<file path="src/rtl/cpu_pkg.sv">
// Shared CPU definitions: widths, SX bit positions, ALU opcodes, sequencer
// state encoding and opcode classes.
package cpu_pkg;

    localparam int WORD_W = 20;
    localparam int FLAG_W = 13;
    localparam int NREGS  = 16;
    localparam int ADDR_W = $clog2(NREGS);
    localparam int OP_W   = 14;

    localparam int SX_ZE = 0;
    localparam int SX_N  = 1;
    localparam int SX_F  = 4;
    localparam int SX_T  = 12;

    localparam logic [OP_W-1:0] OP_TRAP  = 14'h000;
    localparam logic [OP_W-1:0] OP_NOT   = 14'h001;
    localparam logic [OP_W-1:0] OP_OR    = 14'h002;
    localparam logic [OP_W-1:0] OP_AND   = 14'h003;
    localparam logic [OP_W-1:0] OP_XOR   = 14'h004;
    localparam logic [OP_W-1:0] OP_SHFTR = 14'h005;
    localparam logic [OP_W-1:0] OP_SHFTL = 14'h006;
    localparam logic [OP_W-1:0] OP_ROTR  = 14'h007;
    localparam logic [OP_W-1:0] OP_ROTL  = 14'h008;
    localparam logic [OP_W-1:0] OP_INC   = 14'h009;
    localparam logic [OP_W-1:0] OP_DEC   = 14'h00A;
    localparam logic [OP_W-1:0] OP_ADD   = 14'h00B;
    localparam logic [OP_W-1:0] OP_ADDC  = 14'h00C;
    localparam logic [OP_W-1:0] OP_SUB   = 14'h00D;
    localparam logic [OP_W-1:0] OP_SUBC  = 14'h00E;
    localparam logic [OP_W-1:0] OP_EQ    = 14'h010;
    localparam logic [OP_W-1:0] OP_GT    = 14'h011;
    localparam logic [OP_W-1:0] OP_LT    = 14'h012;
    localparam logic [OP_W-1:0] OP_GET   = 14'h013;
    localparam logic [OP_W-1:0] OP_LET   = 14'h014;
    localparam logic [OP_W-1:0] OP_NOP   = 14'h015;
    localparam logic [OP_W-1:0] OP_LSTAT = 14'h016;
    localparam logic [OP_W-1:0] OP_XSTAT = 14'h017;
    localparam logic [OP_W-1:0] OP_SWAP  = 14'h030;
    localparam logic [OP_W-1:0] OP_MUL   = 14'h040;
    localparam logic [OP_W-1:0] OP_DIV   = 14'h041;
    localparam logic [OP_W-1:0] OP_JMP   = 14'h100;
    localparam logic [OP_W-1:0] OP_JZ    = 14'h101;
    localparam logic [OP_W-1:0] OP_LD    = 14'h240;
    localparam logic [OP_W-1:0] OP_MRR   = 14'h24B;
    localparam logic [OP_W-1:0] OP_ST    = 14'h250;

    typedef enum logic [2:0] {
        ST_IDLE,
        ST_READ,
        ST_EXEC,
        ST_WB,
        ST_TRAP
    } seq_state_t;

    typedef enum logic [2:0] {
        CLS_WB,
        CLS_CMP,
        CLS_STAT,
        CLS_NOP,
        CLS_TRAP,
        CLS_ILLEGAL
    } op_class_t;

endpackage

</file>
<file path="src/rtl/alu_op_class.sv">
// Combinational opcode decoder: op class, which SX bits a compare merges
// from the ALU flags, and whether the op updates the carry flag.
module alu_op_class
    import cpu_pkg::*;
(
    input  logic [13:0] op,
    output logic [2:0]  op_class,
    output logic [12:0] flag_mask,
    output logic        carry_update
);

    always_comb begin
        op_class     = CLS_ILLEGAL;
        flag_mask    = '0;
        carry_update = 1'b0;
        case (op)
            OP_NOT, OP_OR, OP_AND, OP_XOR, OP_SHFTR, OP_SHFTL, OP_ROTR,
            OP_ROTL, OP_INC, OP_DEC, OP_ADD, OP_SUB: begin
                op_class = CLS_WB;
            end
            OP_ADDC, OP_SUBC: begin
                op_class     = CLS_WB;
                carry_update = 1'b1;
            end
            OP_EQ: begin
                op_class         = CLS_CMP;
                flag_mask[SX_ZE] = 1'b1;
            end
            OP_GT, OP_LT: begin
                op_class        = CLS_CMP;
                flag_mask[SX_N] = 1'b1;
            end
            OP_GET, OP_LET: begin
                op_class         = CLS_CMP;
                flag_mask[SX_ZE] = 1'b1;
                flag_mask[SX_N]  = 1'b1;
            end
            OP_LSTAT, OP_XSTAT: op_class = CLS_STAT;
            OP_NOP:             op_class = CLS_NOP;
            OP_TRAP:            op_class = CLS_TRAP;
            default:            op_class = CLS_ILLEGAL;
        endcase
    end

endmodule

</file>
<file path="src/rtl/alu_sequencer.sv">
// Multi-cycle sequencer: accepts one instruction, reads operands, drives the
// ALU for one cycle, writes back, and owns the SX status register.
module alu_sequencer
    import cpu_pkg::*;
(
    input  logic        clk,
    input  logic        rst_n,
    input  logic        instr_valid,
    output logic        instr_ready,
    input  logic [13:0] instr_op,
    input  logic [3:0]  instr_rd,
    input  logic [3:0]  instr_ra,
    input  logic [3:0]  instr_rb,
    output logic [3:0]  rf_raddr_a,
    output logic [3:0]  rf_raddr_b,
    input  logic [19:0] rf_rdata_a,
    input  logic [19:0] rf_rdata_b,
    output logic        rf_we,
    output logic [3:0]  rf_waddr,
    output logic [19:0] rf_wdata,
    output logic [13:0] alu_op,
    output logic [19:0] alu_a,
    output logic [19:0] alu_b,
    output logic        alu_cin,
    input  logic [19:0] alu_result,
    input  logic        alu_carry_out,
    input  logic [12:0] alu_flags,
    output logic [12:0] sx,
    output logic        trap,
    input  logic        trap_clear,
    output logic        illegal
);

    seq_state_t  state, state_next;
    logic [13:0] op_q;
    logic [3:0]  rd_q, ra_q, rb_q;
    logic [19:0] a_q, b_q;
    logic [12:0] sx_q, sx_next;
    logic        ready_q;
    logic        accept;
    logic [13:0] dec_op;
    logic [2:0]  dec_class;
    logic [12:0] dec_mask;
    logic        dec_carry;
    logic [19:0] sx_word;

    assign accept      = instr_valid && ready_q && (state == ST_IDLE);
    assign instr_ready = ready_q && (state == ST_IDLE);
    assign dec_op      = (state == ST_IDLE) ? instr_op : op_q;
    assign sx_word     = {{(WORD_W-FLAG_W){1'b0}}, sx_q};
    assign alu_cin     = sx_q[SX_F];
    assign sx          = sx_q;

    alu_op_class u_op_class (
        .op           (dec_op),
        .op_class     (dec_class),
        .flag_mask    (dec_mask),
        .carry_update (dec_carry)
    );

    always_ff @(posedge clk or negedge rst_n) begin
        if (!rst_n) begin
            state   <= ST_IDLE;
            ready_q <= 1'b0;
        end else begin
            state   <= state_next;
            ready_q <= 1'b1;
        end
    end

    // Operand addresses are presented on the accept edge so the 1-cycle RF
    // read returns data during READ, where it is captured.
    always_ff @(posedge clk or negedge rst_n) begin
        if (!rst_n) begin
            op_q <= OP_NOP;
            rd_q <= '0;
            ra_q <= '0;
            rb_q <= '0;
            a_q  <= '0;
            b_q  <= '0;
            sx_q <= '0;
        end else begin
            if (accept) begin
                op_q <= instr_op;
                rd_q <= instr_rd;
                ra_q <= instr_ra;
                rb_q <= instr_rb;
            end
            if (state == ST_READ) begin
                a_q <= rf_rdata_a;
                b_q <= rf_rdata_b;
            end
            sx_q <= sx_next;
        end
    end

    always_comb begin
        state_next = state;
        sx_next    = sx_q;
        rf_raddr_a = '0;
        rf_raddr_b = '0;
        rf_we      = 1'b0;
        rf_waddr   = '0;
        rf_wdata   = '0;
        alu_op     = OP_NOP;
        alu_a      = '0;
        alu_b      = '0;
        illegal    = 1'b0;
        trap       = 1'b0;
        case (state)
            ST_IDLE: begin
                if (accept) begin
                    rf_raddr_a = instr_ra;
                    rf_raddr_b = instr_rb;
                    if (dec_class == CLS_TRAP) begin
                        state_next    = ST_TRAP;
                        sx_next[SX_T] = 1'b1;
                    end else begin
                        state_next = ST_READ;
                    end
                end
            end
            ST_READ: begin
                rf_raddr_a = ra_q;
                rf_raddr_b = rb_q;
                state_next = ST_EXEC;
            end
            ST_EXEC: begin
                alu_op     = op_q;
                alu_a      = a_q;
                alu_b      = b_q;
                state_next = ST_WB;
            end
            ST_WB: begin
                state_next = ST_IDLE;
                case (dec_class)
                    CLS_WB: begin
                        rf_we    = 1'b1;
                        rf_waddr = rd_q;
                        rf_wdata = alu_result;
                        if (dec_carry) begin
                            sx_next[SX_F] = alu_carry_out;
                        end
                    end
                    CLS_CMP: sx_next = (sx_q & ~dec_mask) | (alu_flags & dec_mask);
                    CLS_STAT: begin
                        if (op_q == OP_LSTAT) begin
                            rf_we    = 1'b1;
                            rf_waddr = rd_q;
                            rf_wdata = sx_word;
                        end else if (sx_q[SX_T]) begin
                            rf_we    = 1'b1;
                            rf_waddr = rd_q;
                            rf_wdata = sx_word ^ a_q;
                        end
                    end
                    CLS_ILLEGAL: illegal = 1'b1;
                    default: ;
                endcase
            end
            ST_TRAP: begin
                trap = 1'b1;
                if (trap_clear) begin
                    sx_next[SX_T] = 1'b0;
                    state_next    = ST_IDLE;
                end
            end
            default: state_next = ST_IDLE;
        endcase
    end

endmodule

</file>
<file path="config.mk">
export PLATFORM = sky130hd
export DESIGN_NAME = alu_sequencer
export DESIGN_NICKNAME = d
export VERILOG_FILES = /design/src/rtl/cpu_pkg.sv /design/src/rtl/alu_op_class.sv /design/src/rtl/alu_sequencer.sv
export SDC_FILE = /design/constraint.sdc
export NUM_CORES = 1
export LEC_CHECK = 0
export ABC_AREA = 1
export CORE_MARGIN = 5
export CORE_UTILIZATION = 55
export CTS_CLUSTER_SIZE = 25
export DETAILED_ROUTE_END_ITERATION = 7
export DONT_BUFFER_PORTS = 1
export PLACE_DENSITY = 0.79
export SLEW_MARGIN = 20
export SYNTH_ARGS = -nofsm -noshare
export SYNTH_HDL_FRONTEND = slang
export SYNTH_SLANG_ARGS = --single-unit
</file>
<file path="constraint.sdc">
create_clock -name clk -period 6.5 [get_ports clk]
set_input_delay 0.65 -clock clk [delete_from_list [all_inputs] [get_ports clk]]
set_output_delay 0.65 -clock clk [all_outputs]
set_load 0.01 [all_outputs]
</file>
Word-level counts from Yosys, hierarchy flattened

Index checks and enable logic that the tools add are counted.

Bits in registers: 83
Latch bits: 0
Memory bits (writable): 0
Memory bits (read-only): 0
Input port bits: 104
Output and inout bits: 104
Logic and storage cells: 108
Memories: 0

Add/subtract/negate cells: 0
Multipliers: 0
Divide/modulo/power cells: 0
Magnitude comparators: 0
Eq/ne operators: 36
Shifts and indexed selects: 0
Muxes and demuxes: 38
Bitwise operators: 5
Reduce and logical (&&, ||, !) cells: 18

Operators by type and width:

| cell                | count |
|---|---|
| $eq 14x5->1 const B | 9 |
| $mux 20             | 5 |
| $eq 14x4->1 const B | 7 |
| $eq 14x3->1 const B | 4 |
| $pmux 20 s2         | 1 |
| $eq 14x2->1 const B | 2 |
| $mux 14             | 2 |
| $pmux 4 s2          | 3 |
| $mux 4              | 5 |
| $xor 13x20->20      | 1 |
| $pmux 3 s5          | 1 |
| $eq 14x1->1 const B | 1 |
| $logic_not 14->1    | 1 |
| $reduce_or 14->1    | 1 |
| $and 13x13->13      | 1 |
| $and 13x2->13       | 1 |
| $mux 1              | 13 |
| $not 2->13          | 1 |
| $or 13x13->13       | 1 |
| $pmux 3 s4          | 1 |
| $eq 3x2->1 const B  | 3 |
| $eq 3x3->1 const B  | 3 |
| $mux 3              | 3 |
| $mux 8              | 1 |
| 16 further kinds    | 26 |

Longest topological paths before layout

Depth after elaboration: 10
Depth in mapped cells: 17
Mapped depth without buffers: 17

By module

Synthesis repeated with hierarchy kept, for this count alone.

Cells, all modules: 697
Area total of the unflattened synthesis: 4788.3 um^2

By module, submodules not included:

| module        | instances | cells each | area an instance (um^2) | seq. area each (um^2) |
|---|---|---|---|---|
| alu_sequencer | 1         | 641        | 4455.5                  | 2080.7 |
| alu_op_class  | 1         | 56         | 332.8                   | 0.0 |

Least setup slack after synthesis

No wires, ideal clock.

Kind: input-to-output
Start point: input instr_op[8]
End point: output rf_wdata[10]
Data arrival time: 2.282 ns
Data required time: 5.850 ns
Slack: 3.568 ns
Stages: 15
Path buffers: 1
Cell sequence: or2_2 > nor2_1 > nand2_1 > nand2_2 > nand2_1 > nor2_2 > nand2_2 > nand2_1 > nor2_1 > nand2_4 > nand2_1 > inv_2 > buf_6 > nand4_1 > a21oi_1

Word-level cells in the longest chain between the ends: 7
Elaborated cells between the ends (all ways): 32
Those cells by class: eq/ne: 23; mux: 4; reduce/logical: 5

Ends and longest elaborated chain:

| item                                                     | line                 | text |
|---|---|---|
| start: declaration                                       | alu_sequencer.sv:10  | `input logic [13:0] instr_op,` |
| $mux 14 (*)                                              | alu_sequencer.sv:49  | `assign dec_op = (state == ST_IDLE) ? instr_op : op_q;` |
| $eq 14x1->1, or another cell as far along                | alu_op_class.sv:16   | `case (op)` |
| $reduce_or 14->1 (no line), or another cell as far along | n/a                  |  |
| $pmux 3 s5 (*)                                           | alu_op_class.sv:16   |  |
| $eq 3x2->1 or $logic_not 3->1 (tied branches)            | alu_sequencer.sv:136 | `case (dec_class)` |
| $pmux 20 s2 (*)                                          | alu_sequencer.sv:136 |  |
| $mux 20 (*)                                              | alu_sequencer.sv:110 | `case (state)` |
| end: declaration                                         | alu_sequencer.sv:20  | `output logic [19:0] rf_wdata,` |

Every way passes the cells marked *; elsewhere a longest branch is shown, timed or not.

Worst setup path after layout

Start point: register state[0]
End point: output rf_wdata[12]

Word-level cells in the longest chain between the ends: 8
Elaborated cells between the ends (all ways): 34
Those cells by class: eq/ne: 24; mux: 4; reduce/logical: 6

Ends and longest elaborated chain:

| item                                                     | line                 | text |
|---|---|---|
| start: declaration                                       | alu_sequencer.sv:34  | `seq_state_t state, state_next;` |
| start signal: assignment                                 | alu_sequencer.sv:66  | `state <= state_next;` |
| $logic_not 3->1                                          | alu_sequencer.sv:49  |  |
| $mux 14                                                  | alu_sequencer.sv:49  |  |
| $eq 14x1->1, or another cell as far along                | alu_op_class.sv:16   |  |
| $reduce_or 14->1 (no line), or another cell as far along | n/a                  |  |
| $pmux 3 s5                                               | alu_op_class.sv:16   |  |
| $eq 3x2->1 or $logic_not 3->1 (tied branches)            | alu_sequencer.sv:136 |  |
| $pmux 20 s2                                              | alu_sequencer.sv:136 |  |
| $mux 20 (*)                                              | alu_sequencer.sv:110 |  |

Marks and branches as above.

==> impl.org <==
** Power and ir drop
- The analysis attributes to cell leakage a power of approximately 2.2 nW.
- The completed layout was analyzed and its total power is about 2.1 mW.
- Power density normalized to cell area :: about 470 mW/mm2
- Peak supply drop :: roughly 0.00024 V

** Layout
- Diodes inserted :: 0
- Measured on the finished design, the core utilization comes to 58.3%.
- In the final design database the tool counted 700 nets.
- Commonest cells after routing, fill and taps aside :: 122 x nor2_1, 112 x nand2_1, 81 x inv_1
- The layout has 747 filler cells.
- In the final layout, the share of cells above drive strength 1 is ~7.7%.
- FF+latch area :: around 0.0019 mm2
- Summing all multi-input logic gate instances after layout gives between 0.0015 and 0.002 mm2.
- Compared with the post-synthesis result, the final layout area differs by 4.54%.
- Leaving out fill and tap cells, the most frequent cell in the layout is nor2_1.
- After routing the design area is 0.00446 mm2.

** Floorplan
- Die boundary width :: ~98 um
- Floorplan die height :: 98.1 um
- The initial utilization of the core area, before any placement, comes to around 56%.
- The die covers 0.00962 mm2.
- between 200 and 250 I/O pins were placed.
- Core region area :: 0.00765 mm2
- Core Rows :: 32

** Outcome
- The run finished with clean final reports.

** Yosys
- Synthesis inferred 74 register bits.
- After synthesis, the largest area contributor takes up roughly two fifths of total cell area.
- After technology mapping, the gate count stands at slightly above 600.
- Counting distinct cell types in the post-synthesis netlist gives 33.
- After synthesis the cells add up to 0.00427 mm2.
- By area the synthesized netlist is led by dfrtp_1 42%, nor2_1 11%, nand2_1 9.9%.
- Syn avg cell area :: approximately 7.0 um2
- Total of warnings raised by yosys :: 0
- Seq/Total Area, Yosys :: 43.5%
- Synth area leader :: dfrtp_1

** Clock tree
- In this run, CTS created clock tree buffers numbering 9.
- Number of buffers inserted for hold repair after clock tree synthesis :: 1
- TritonCTS built the clock tree.
- Clock Pin Slew Worst Setup and Hold Paths :: around 0.090 ns
- CTS HTree Levels :: 3
- In this run the post-CTS setup repair buffer count came out at 0.
- The number of gates resized after CTS was 0.
- Insertion delay of the later-clocked pin in the worst-skew pair :: 0.33 ns
- In this run the clock root is driven by a clkbuf_8.
- The clock net in this run drives a total of 74 sinks.
- The clock passes through at most 2 buffers.

** Drt
- In the final routed layout, each cell accounts on average for ~16 um.
- In this run, the number of DRC markers left after iteration 0 of detailed routing was 205.
- DRC violation count after routing :: 0
- The pre-antenna-repair detailed-routing pass consisted of 4 iterations.
- Routed wire length :: ~11000 um
- Dividing the detail-routed via count by the number of cells gives roughly 5.4.
- Via Count :: around 3800
- The count of nets left with antenna violations once routing finished came out at 0.

** Worst setup path
- The startpoint identified for the worst register-to-register timing path is state[0].
- STA classifies the critical path startpoint as a register.
- In this design, the critical path's most frequently occurring cell is nand2_1.
- Type of destination of the critical path :: primary output
- STA puts the critical path data arrival time at 3.04 ns.
- In this run the critical register-to-register path is captured at sx[4].
- Largest delay contributor family on the critical path :: simple AND/OR/NAND/NOR gates
- The critical path crosses 13 cells after its start point.
- Cell Chain, Critical Path :: nor2_4 > nand2_4 > o21ai_2 > nand2_1 > nor2_1 > nand3_2 > nand2_1 > nor2_1 > nand2_4 > nand4_2 > inv_2 > nand2_1 > a21oi_1
- The number of buffers and inverters on the critical path is 1.
- Worst Reg2Reg Path Length in Cells :: 14
- The setup path with the least slack is of type reg -> out.
- Data required time at the worst endpoint :: ~5.9 ns
- Setup slack on the worst reg-to-reg path comes out at approximately 4.0 ns.
- Among all stages on the critical path, the largest delay is contributed by dfrtp_1.
- Of all nets on the critical path, the largest fanout is 20.
- Largest stage delay on the critical path :: roughly 0.46 ns

** Global route
- Total gr overflow :: 0
- Global routing consumed, over all layers together, a little under a quarter of the routing resources.
- For this run, global-route usage on met2 was measured as between 30 and 40%.
- The first global-routing pass estimated 17800 um of wire.
- Entering global routing, the biggest net connects 90 pins.
- Initial antenna violation count :: 0
- Met3 Use GR :: 4.86%
- In this run the most used layer during global routing was met2.
- Via count of the first global-routing pass :: roughly 3600
- Met1 global-route usage :: between 30% and 40%

** Placement
- Number of input and output port buffers inserted :: 0
- Area after detailed placement :: 0.00425 mm2
- Placed wire-length estimate :: around 8200 um
- Setup Slack @ Placement :: 3.15 ns
- Final GP Congestion :: between 0.9 and 1

** Hold path
- HP Class :: in -> async

** STA
- PnR worst setup slack :: roughly 2.8 ns
- Transition at the pin with the smallest max-transition slack :: between 0.9 and 1 ns
- Tcrit/Tclk final :: 56.7%
- Setup repair after global routing left no endpoint under its margin.
- Minimum clock period :: between 3 and 4 ns
- Maximum achievable frequency :: 271 MHz
- Setup violations remaining at the end of the flow were counted as 0.
- Setup Total Neg Slack :: 0 ns
- Worst setup skew after layout :: 0.0126 ns
- Pins over their slew limit :: 0
- Final Hold Vio Count :: 0
- The worst pin sits at a relative slew slack of approximately two fifths.

** Job
- Total of max-cap violations :: 0
[power by group]
| part | switching [mW] | internal [mW] |
|---|---|---|
| Combinational | 0.724 | 0.249 |
| Sequential | 0.105 | 0.675 |
| Clock | 0.176 | 0.160 |
| Total | 1.01 | 1.08 |
[registers in the layout (all words and copies together) (netlist names), named ones only]
signal   cells
ready_q      1
state        3
b_q         20
rb_q         4
a_q         20
ra_q         4
op_q        14
rd_q         4
sx           2
[cells by family (layout without fill, tap and decap cells)]
kind of cell	after synthesis	in the layout	synth area share [%]
xor gates and xnor gates	3	3	0.616
and+or+nand+nor	302	302	30.6
AOI/OAI and AO/OA	104	104	12.5
DFF	74	74	43.5
buffers and inverters	127	108	12.6
other	2	10	0.176
[worst max-delay path by stage]
stage | endpoint | startpoint | slack [ns]
after floorplan | rf_wdata[10] | instr_op[8] | 3.57
after global placement | rf_waddr[2] | instr_op[8] | 3.18
after detailed placement | rf_waddr[2] | instr_op[8] | 3.15
after CTS | rf_wdata[6] | state[0] | 2.78
after global routing | rf_wdata[12] | state[0] | 2.48
final | rf_wdata[12] | state[0] | 2.81
[layout make-up]
cell class	instances	area share [%]
Clock buffer	11	3.39
Clock inverter	5	0.813
Inverter	90	7.57
Multi-Input combinational cell	419	43.0
Sequential cell	74	41.6
Tap cell	102	2.86
Timing Repair Buffer	2	0.785
[cell usage after synthesis, drive strengths merged]
master and instances:
o21ai 35, nand3 19, dfrtp 71, inv 87, dfstp 3, o22ai 3, buf 17, o31ai 1
a21oi 64, nor3 5, nand2 120, conb 2, clkinv 3, a31oi 1, nand3b 4, xor2 2
or2 2, nor2 127, nand4 25, clkbuf 20, xnor2 1
[stage by stage]
step                      instances  hold WS [ns]
after floorplan                 620         0.354
after global placement          686         0.356
after detailed placement        686         0.356
after CTS                       703         0.120
after global routing            703         0.123
final                           703         0.149
[layer usage]
metal / wire length (um) / vias to the layer above
met1: 4760 / 1785
met5: 0 / -
met4: 152 / 0
met3: 821 / 14
met2: 5340 / 146
li1: - / 1874
(Power assumes the default switching activity.)
